### src/rtl/led_pkg.sv
// Shared defaults, step direction type and width helper for the LED up/down counter.
package led_pkg;

  localparam int DEF_WIDTH      = 4;
  localparam int DEF_TICK_DIV   = 25000000;
  localparam int DEF_HOLD_TICKS = 2;
  localparam int HOLD_W         = 4;

  typedef enum logic [1:0] {
    STEP_NONE = 2'd0,
    STEP_UP   = 2'd1,
    STEP_DOWN = 2'd2
  } step_e;

  // Bits needed to represent 0..value-1, never less than one.
  function automatic int clog2(input int value);
    int bits;
    bits = 1;
    for (int i = 1; i < 31; i++) begin
      if ((32'sd1 <<< i) < value) begin
        bits = i + 1;
      end else begin
        bits = bits;
      end
    end
    return bits;
  endfunction

endpackage

### src/rtl/led_updown_counter_btn_repeat.sv
// Button front end: two-flop synchroniser, press-edge detection and hold-to-repeat.
module btn_repeat
  import led_pkg::*;
#(
  parameter int HOLD_TICKS = DEF_HOLD_TICKS
) (
  input  logic clk,
  input  logic reset_n,
  input  logic btn,
  input  logic tick,
  input  logic other_level,
  output logic level,
  output logic step
);

  localparam logic [HOLD_W-1:0] HOLD_MAX = HOLD_W'(HOLD_TICKS);

  logic              meta_r;
  logic              sync_r;
  logic              prev_r;
  logic              armed_r;
  logic [1:0]        valid_r;
  logic [HOLD_W-1:0] hold_r;
  logic              active_s;
  logic              repeat_s;

  assign level = sync_r;

  // Either button alone may step; with the other one held nothing happens.
  always_comb begin
    active_s = armed_r & sync_r & ~other_level;
    repeat_s = tick & (hold_r == HOLD_MAX);
    step     = active_s & (~prev_r | repeat_s);
  end

  // A button still held when reset is released must be seen low before it may step.
  always_ff @(posedge clk or negedge reset_n) begin
    if (!reset_n) begin
      meta_r  <= 1'b0;
      sync_r  <= 1'b0;
      prev_r  <= 1'b0;
      valid_r <= 2'b00;
      armed_r <= 1'b0;
    end else begin
      meta_r  <= btn;
      sync_r  <= meta_r;
      prev_r  <= sync_r;
      valid_r <= {valid_r[0], 1'b1};
      armed_r <= armed_r | (valid_r[1] & ~sync_r);
    end
  end

  // Ticks spent held, saturating at the repeat threshold.
  always_ff @(posedge clk or negedge reset_n) begin
    if (!reset_n) begin
      hold_r <= '0;
    end else if (!active_s) begin
      hold_r <= '0;
    end else if (tick && (hold_r != HOLD_MAX)) begin
      hold_r <= hold_r + 4'd1;
    end else begin
      hold_r <= hold_r;
    end
  end

endmodule

### src/rtl/led_updown_counter.sv
// Two-button up/down counter with tick-based auto-repeat and a blinking LED display.
module led_updown_counter
  import led_pkg::*;
#(
  parameter int WIDTH      = DEF_WIDTH,
  parameter int TICK_DIV   = DEF_TICK_DIV,
  parameter int WRAP       = 1,
  parameter int BLINK      = 1,
  parameter int HOLD_TICKS = DEF_HOLD_TICKS
) (
  input  logic             clk,
  input  logic             reset_n,
  input  logic             btn_plus,
  input  logic             btn_minus,
  output logic [WIDTH-1:0] led,
  output logic             at_max,
  output logic             at_min
);

  localparam int                TICK_W    = clog2(TICK_DIV);
  localparam logic [TICK_W-1:0] TICK_LAST = TICK_W'(TICK_DIV - 1);
  localparam logic [TICK_W-1:0] TICK_ONE  = TICK_W'(32'd1);
  localparam logic [WIDTH-1:0]  COUNT_MAX = {WIDTH{1'b1}};
  localparam logic [WIDTH-1:0]  COUNT_MIN = '0;
  localparam logic [WIDTH-1:0]  COUNT_ONE = WIDTH'(32'd1);

  logic [TICK_W-1:0] tick_cnt_r;
  logic              tick_s;
  logic              phase_r;
  logic [WIDTH-1:0]  count_r;
  logic [WIDTH-1:0]  count_next_s;
  logic              plus_level_s;
  logic              minus_level_s;
  logic              plus_step_s;
  logic              minus_step_s;
  step_e             dir_s;

  assign tick_s = (tick_cnt_r == TICK_LAST);

  btn_repeat #(.HOLD_TICKS(HOLD_TICKS)) u_plus (
    .clk         (clk),
    .reset_n     (reset_n),
    .btn         (btn_plus),
    .tick        (tick_s),
    .other_level (minus_level_s),
    .level       (plus_level_s),
    .step        (plus_step_s)
  );

  btn_repeat #(.HOLD_TICKS(HOLD_TICKS)) u_minus (
    .clk         (clk),
    .reset_n     (reset_n),
    .btn         (btn_minus),
    .tick        (tick_s),
    .other_level (plus_level_s),
    .level       (minus_level_s),
    .step        (minus_step_s)
  );

  // Display/repeat time base and blink phase.
  always_ff @(posedge clk or negedge reset_n) begin
    if (!reset_n) begin
      tick_cnt_r <= '0;
      phase_r    <= 1'b0;
    end else if (tick_s) begin
      tick_cnt_r <= '0;
      phase_r    <= ~phase_r;
    end else begin
      tick_cnt_r <= tick_cnt_r + TICK_ONE;
      phase_r    <= phase_r;
    end
  end

  // Step direction; the two step pulses are mutually exclusive by construction.
  always_comb begin
    dir_s = STEP_NONE;
    if (plus_step_s && !minus_step_s) begin
      dir_s = STEP_UP;
    end else if (minus_step_s && !plus_step_s) begin
      dir_s = STEP_DOWN;
    end else begin
      dir_s = STEP_NONE;
    end
  end

  // Next count with wrap or saturation at both ends.
  always_comb begin
    count_next_s = count_r;
    case (dir_s)
      STEP_UP: begin
        if (count_r != COUNT_MAX) begin
          count_next_s = count_r + COUNT_ONE;
        end else if (WRAP != 0) begin
          count_next_s = COUNT_MIN;
        end else begin
          count_next_s = count_r;
        end
      end
      STEP_DOWN: begin
        if (count_r != COUNT_MIN) begin
          count_next_s = count_r - COUNT_ONE;
        end else if (WRAP != 0) begin
          count_next_s = COUNT_MAX;
        end else begin
          count_next_s = count_r;
        end
      end
      default: count_next_s = count_r;
    endcase
  end

  // Count register.
  always_ff @(posedge clk or negedge reset_n) begin
    if (!reset_n) begin
      count_r <= '0;
    end else begin
      count_r <= count_next_s;
    end
  end

  // Outputs trail count/phase by one clock; limit flags ignore the blink.
  always_ff @(posedge clk or negedge reset_n) begin
    if (!reset_n) begin
      led    <= '0;
      at_max <= 1'b0;
      at_min <= 1'b1;
    end else begin
      if ((BLINK == 0) || !phase_r) begin
        led <= count_r;
      end else begin
        led <= '0;
      end
      at_max <= (count_r == COUNT_MAX);
      at_min <= (count_r == COUNT_MIN);
    end
  end

endmodule

### config.mk
export PLATFORM = sky130hd
export DESIGN_NAME = led_updown_counter
export DESIGN_NICKNAME = d
export VERILOG_FILES = /design/src/rtl/led_pkg.sv /design/src/rtl/led_updown_counter_btn_repeat.sv /design/src/rtl/led_updown_counter.sv
export SDC_FILE = /design/constraint.sdc
export NUM_CORES = 1
export LEC_CHECK = 0
export ABC_AREA = 1
export CAP_MARGIN = 20
export CORE_ASPECT_RATIO = 1.4
export CORE_MARGIN = 1.5
export CORE_UTILIZATION = 55
export DETAILED_ROUTE_END_ITERATION = 8
export PLACE_DENSITY = 0.77
export SETUP_SLACK_MARGIN = 0.15
export SLEW_MARGIN = 15
export SYNTH_ARGS = -nofsm -noshare
export SYNTH_HDL_FRONTEND = slang
export SYNTH_SLANG_ARGS = --single-unit
export TNS_END_PERCENT = 10
### constraint.sdc
create_clock -name clk -period 1.87 [get_ports clk]
set_input_delay 0.374 -clock clk [delete_from_list [all_inputs] [get_ports clk]]
set_output_delay 0.374 -clock clk [all_outputs]
set_load 0.01 [all_outputs]
Word level (Yosys, flattened, before mapping)
Index checks and enable logic that the tools add are counted.

Bitwise logic cells: 19. Equality and inequality tests: 11. Reductions and logical operators: 9. Add/subtract/negate cells: 5. Multiplexer cells: 11.

Operator list (count): 2-to-1 mux 4 bit (7); adder 25 x 1 -> 25 bit (second input constant) (1); == test 25 bit (second input constant) (1); 2-to-1 mux 25 bit (1); adder 4 x 1 -> 4 bit (second input constant) (3); AND 1 bit (10); == test 4 x 2 -> 1 bit (second input constant) (2); inequality test 4 x 2 -> 1 bit (second input constant) (2); one-hot mux 4 bit (2 select lines) (1); NOT 1 bit (5); == test 4 bit (second input constant) (1); logical AND 1 bit (4); zero test 4 bit (1); 2-to-1 mux 2 bit (2); inequality test 2 bit (second input constant) (2); inequality test 4 bit (second input constant) (1); bitwise OR 1 bit (4); nonzero test 4 bit (1); subtractor 4 x 1 -> 4 bit (second input constant) (1); == test 2 x 1 -> 1 bit (second input constant) (1); == test 2 bit (second input constant) (1); zero test 1 bit (2); nonzero test 2 bit (1).

Bits of input ports: 4. Flip-flop bits (word level): 56. Logic and storage cells: 73. Output and inout port bits: 6.

Longest topological paths before layout
Depth after elaboration: 10. Gate-level depth with buffers: 15. Depth with buffers taken out: 15.

Cells and area by module
Synthesis repeated with hierarchy kept, for this count alone.

Cell total of the unflattened synthesis: 376. Area total of the unflattened synthesis: 2989.1 sq um.

By module, submodules not included: led_updown_counter (times used 1, seq. area each 902.1 sq um, cells an instance 282, area each 2103.3 sq um); btn_repeat (times used 2, seq. area each 250.2 sq um, cells an instance 47, area each 442.9 sq um).

Least setup slack after synthesis
No wires, ideal clock.

Path kind: register -> register. From: register tick_cnt_r[0]. To: register count_r[0]. Period minus slack after synthesis: 1.891 ns. Library setup time: 0.082 ns. Stages on the path, launching flop included: 13. Path buffers: 0. Data required time: 1.788 ns. Path slack: -0.021 ns. Arrival: 1.809 ns. Cell sequence: dfrtp_1 ha_1 nand2_1 nor2_4 nand3_1 nor2_1 nand2_1 o21ai_1 nand2_1 ha_1 inv_1 o21ai_0 o22ai_1.

Longest elaborated chain between the ends: 10. Elaborated cells on any way between the ends: 17. Classes of those cells: eq/ne (3); mux (3); bitwise (6); reduce/logical (5).

Ends and longest elaborated chain: start: declaration (RTL line led_updown_counter.sv:27) `logic [TICK_W-1:0] tick_cnt_r;`; start signal: assignment (RTL line led_updown_counter.sv:69) `tick_cnt_r <= tick_cnt_r + TICK_ONE;`; == test 25 bit * (RTL line led_updown_counter.sv:38) `assign tick_s = (tick_cnt_r == TICK_LAST);`; AND 1 bit (RTL line led_updown_counter_btn_repeat.sv:32) `repeat_s = tick & (hold_r == HOLD_MAX);`; bitwise OR 1 bit (RTL line led_updown_counter_btn_repeat.sv:33) `step = active_s & (~prev_r | repeat_s);`; AND 1 bit (RTL line led_updown_counter_btn_repeat.sv:33); zero test 1 bit (RTL line led_updown_counter.sv:79) `end else if (minus_step_s && !plus_step_s) begin`; logical AND 1 bit (RTL line led_updown_counter.sv:79); 2-to-1 mux 2 bit (RTL line led_updown_counter.sv:79); 2-to-1 mux 2 bit * (RTL line led_updown_counter.sv:77) `if (plus_step_s && !minus_step_s) begin`; == test 2 bit / == test 2 x 1 -> 1 bit (equally long branches) (RTL line led_updown_counter.sv:89) `case (dir_s)`; one-hot mux 4 bit (2 select lines) / nonzero test 2 bit (equally long branches); end signal: assignment (RTL line led_updown_counter.sv:117) `count_r <= count_next_s;`; end: declaration (RTL line led_updown_counter.sv:30) `logic [WIDTH-1:0] count_r;`.

Every way passes the cells marked *; elsewhere a longest branch is shown, timed or not. A chain may end at the register's enable or synchronous reset.

Worst setup path in the final report
From: register tick_cnt_r[0]. To: register count_r[3].

The elaborated chain is that of the path after synthesis.

==> flow_summary.toml <==
[die]
io_pins = 10
start_util = 0.566
die_w_um = 64.4
coreArea_um2 = 5120
die-area_um2 = 5720
num_rows = 31
chipHeight_um = 88.9

[logic_synthesis]
yosysWarnings = 0
synth-seq-cells = 54
syn_area_per_cell_um2 = 7.81
syn_area_um2 = 2900
async_reset_ff_frac = 1.00
synth_ff_type = "dfrtp_1"
synth_top_cells_by_count = "nand2_1 (83), nor2_1 (65), dfrtp_1 (53)"
synth.net_count = 384
synth.most_common_cell = "nand2_1"
netlist_instances = 371
synth_edf_count = 0
yosysTopAreaCell = "dfrtp_1"
synth_area_leaders = "dfrtp_1 (46%), nand2_1 (11%), nor2_1 (8.4%)"
ys_seq_area_frac = 0.467
synth_top_area_frac = 0.457
yosys.cell_types.count = 25

[clocking]
root_buffer = "clkbuf_8"
clkSinkCount = 54
cts_buffers = 5
clk_pin_slew_ns = 0.09
cts_tree = "done"
clock_path_buffers = 2
clock_latency_ns = 0.30
htree_levels = 2

[global_routing]
antenna_found_initial = 0
gr-total-overflow = 0
grt_pass1_vias = 2472
grt_pass1_wl_um = 10800
grt_max_degree = 25
grt_usage = 0.245

[routing]
route.met2.wl_um = 3510
drt_wl_total_um = 6420
wl_met3_um = 152
highest_layer = "met4"
via_count = 2527
drtIter0Drc = 117
wl_met1_um = 2510
drc = 0
viasPerCell = 5.18
post_drt_wl_per_cell_um = 13.2
detail-route-antenna-nets = 0
first_pass_iters = 4

[pwr]
fin_total_pwr_uw = 2500
p_switching_uw = 704
p_sw_frac = 0.282
power_frac_seq = 0.540
pwr-share-comb = 0.199
powerDensity_nw_per_um2 = 719
ir_worst_vdd_uv = 580
leakage_uw = 0.00172
p_clk_frac = 0.261
p_int_uw = 1790

[sta]
finalClockSkew_ns = 0.00956
finalCritPeriodShare = 1.02
slew_viol_final = 0
rsz0062_at_grt = "yes"
hold_viol = 0
clock.fmax_mhz = 524
setup_violations = 1
setup_slack_ns = -0.0381
min_period_ns = 1.91

[final_layout]
area_growth_syn_to_layout_pct = 19.6
antenna_cells = 0
drive_gt1_frac = 0.173
n_fill_cell = 441
nNetsFinal = 434
fin_cells = 488

[critical_path]
endpoint_kind = "flip-flop"
path_class = "flip-flop to flip-flop"
path_max_fanout = 5
worstPathArrival_ns = 2.10
cp_data_required_time_ns = 2.06
cp-start-kind = "flip-flop"

[place]
gp_congestion = 0.966
io_buffers = 9
dpl.cell_count = 475
dpl.hpwl_um = 5050

[job]
maxCapViolations = 0

[hold_path]
holdCritPathClass = "flip-flop to flip-flop"

[status]
status = "finished with violations"
violations = "negative setup slack"
==> routing by layer <==
layer / GRT usage / vias to the layer above
met5: 0 / -
met4: 0.101 / 0
met3: 0.0290 / 18
met2: 0.481 / 54
met1: 0.264 / 1189
li1: - / 1266
==> repair_timing <==
action,in CTS,in global routing
endpoints found under the hold margin,14,0
hold buffers,1,0
resized for setup,2,10
setup endpoints to repair,5,9
setup buffers,0,4
pin swaps,2,9
==> area by class of cell <==
type,count,area [um^2],area share
Sequential cell,54,1350,0.390
Clock inverter,1,5.00,0.00144
Tap cell,66,82.6,0.0238
Clock buffer,7,86.3,0.0249
Multi-Input combinational cell,262,1380,0.398
Inverter,53,201,0.0581
Timing Repair Buffer,45,360,0.104
==> registers in the layout, indices dropped and copies added (netlist names), 2 cells and up <==
| signal | cells |
|---|---|
| u_minus.hold_r | 4 |
| count_r | 4 |
| u_minus.valid_r | 2 |
| u_plus.hold_r | 4 |
| tick_cnt_r | 25 |
| led | 4 |
==> placed cells by master (no fill, tap or decap), types with 2 or more instances in the layout <==
cell type	synthesis	final
nor3_1	2	2
nand3_1	41	40
clkbuf_8	0	6
ha_1	9	7
nor2_4	4	5
xor2_1	9	9
dfrtp_1	53	53
inv_1	49	46
o21bai_1	2	2
nand2_1	83	81
a21oi_1	4	3
o21ai_0	6	4
buf_4	0	34
clkdlybuf4s50_1	0	7
nand4_1	12	12
nor2_2	5	6
nand2_2	4	5
xnor2_1	9	9
inv_2	4	6
nor2_1	65	63
o21ai_1	2	3
==> power groups by stage <==
stage          clock network [uW]  registers, uW  logic, uW
5_1_grt                       714           1360        552
4_1_cts                       687           1350        486
2_1_floorplan                   0           1380        261
3_3_place_gp                    0           1360        476
6_report                      651           1350        496
3_5_place_dp                    0           1370        489
==> cells by family after synthesis <==
group           after synthesis  share of synthesized area
compound gates               17                     0.0332
xor+xnor                     18                     0.0544
fa+ha+maj                     9                     0.0388
buf+inv                      55                     0.0764
flops                        54                      0.467
other cells                   1                    0.00129
simple gates                217                      0.329
==> worst max-delay path, stage by stage, from the launching register on <==
cell	delay, ns
dfrtp_1	0.37
ha_2	0.21
nand2_4	0.07
inv_2	0.06
nand2_1	0.06
nor2_1	0.10
nand2_1	0.07
nor2_2	0.12
nand2_1	0.08
a21oi_2	0.20
ha_4	0.19
inv_2	0.04
o211ai_1	0.08
nand2_1	0.09
nand2_1	0.06
nand2_1	0.04
==> final timing paths <==
| path | start | endpoint | slack (ns) | cells past startpoint |
|---|---|---|---|---|
| max | tick_cnt_r[0]$_DFF_PN0_ | count_r[3]$_DFFE_PN0P_ | -0.04 | 15 |
| min | u_plus.meta_r$_DFF_PN0_ | u_plus.level$_DFF_PN0_ | 0.37 | 0 |
| max reg2reg | tick_cnt_r[0]$_DFF_PN0_ | count_r[3]$_DFFE_PN0P_ | -0.04 | 15 |
| min reg2reg | u_plus.meta_r$_DFF_PN0_ | u_plus.level$_DFF_PN0_ | 0.37 | 0 |
| max in group asynchronous | reset_n | u_minus.valid_r[1]$_DFF_PN0_ | 0.71 | 3 |
| min in group asynchronous | reset_n | tick_cnt_r[3]$_DFF_PN0_ | 0.51 | 2 |
==> metrics by stage <==
stage	hold slack (ns)	setup TNS, ns	setup WS (ns)	utilization	cell area [um^2]
finish	0.368	-0.0381	-0.0381	0.677	3470
detailed placement	0.317	0	0.00671	0.645	3300
global route	0.372	-0.648	-0.208	0.677	3470
global placement	0.308	0	0.0564	0.645	3300
CTS	0.368	0	0.0157	0.665	3400
floorplan	0.0784	0	0.0932	-	2920
Power figures use the tool's default switching activity.
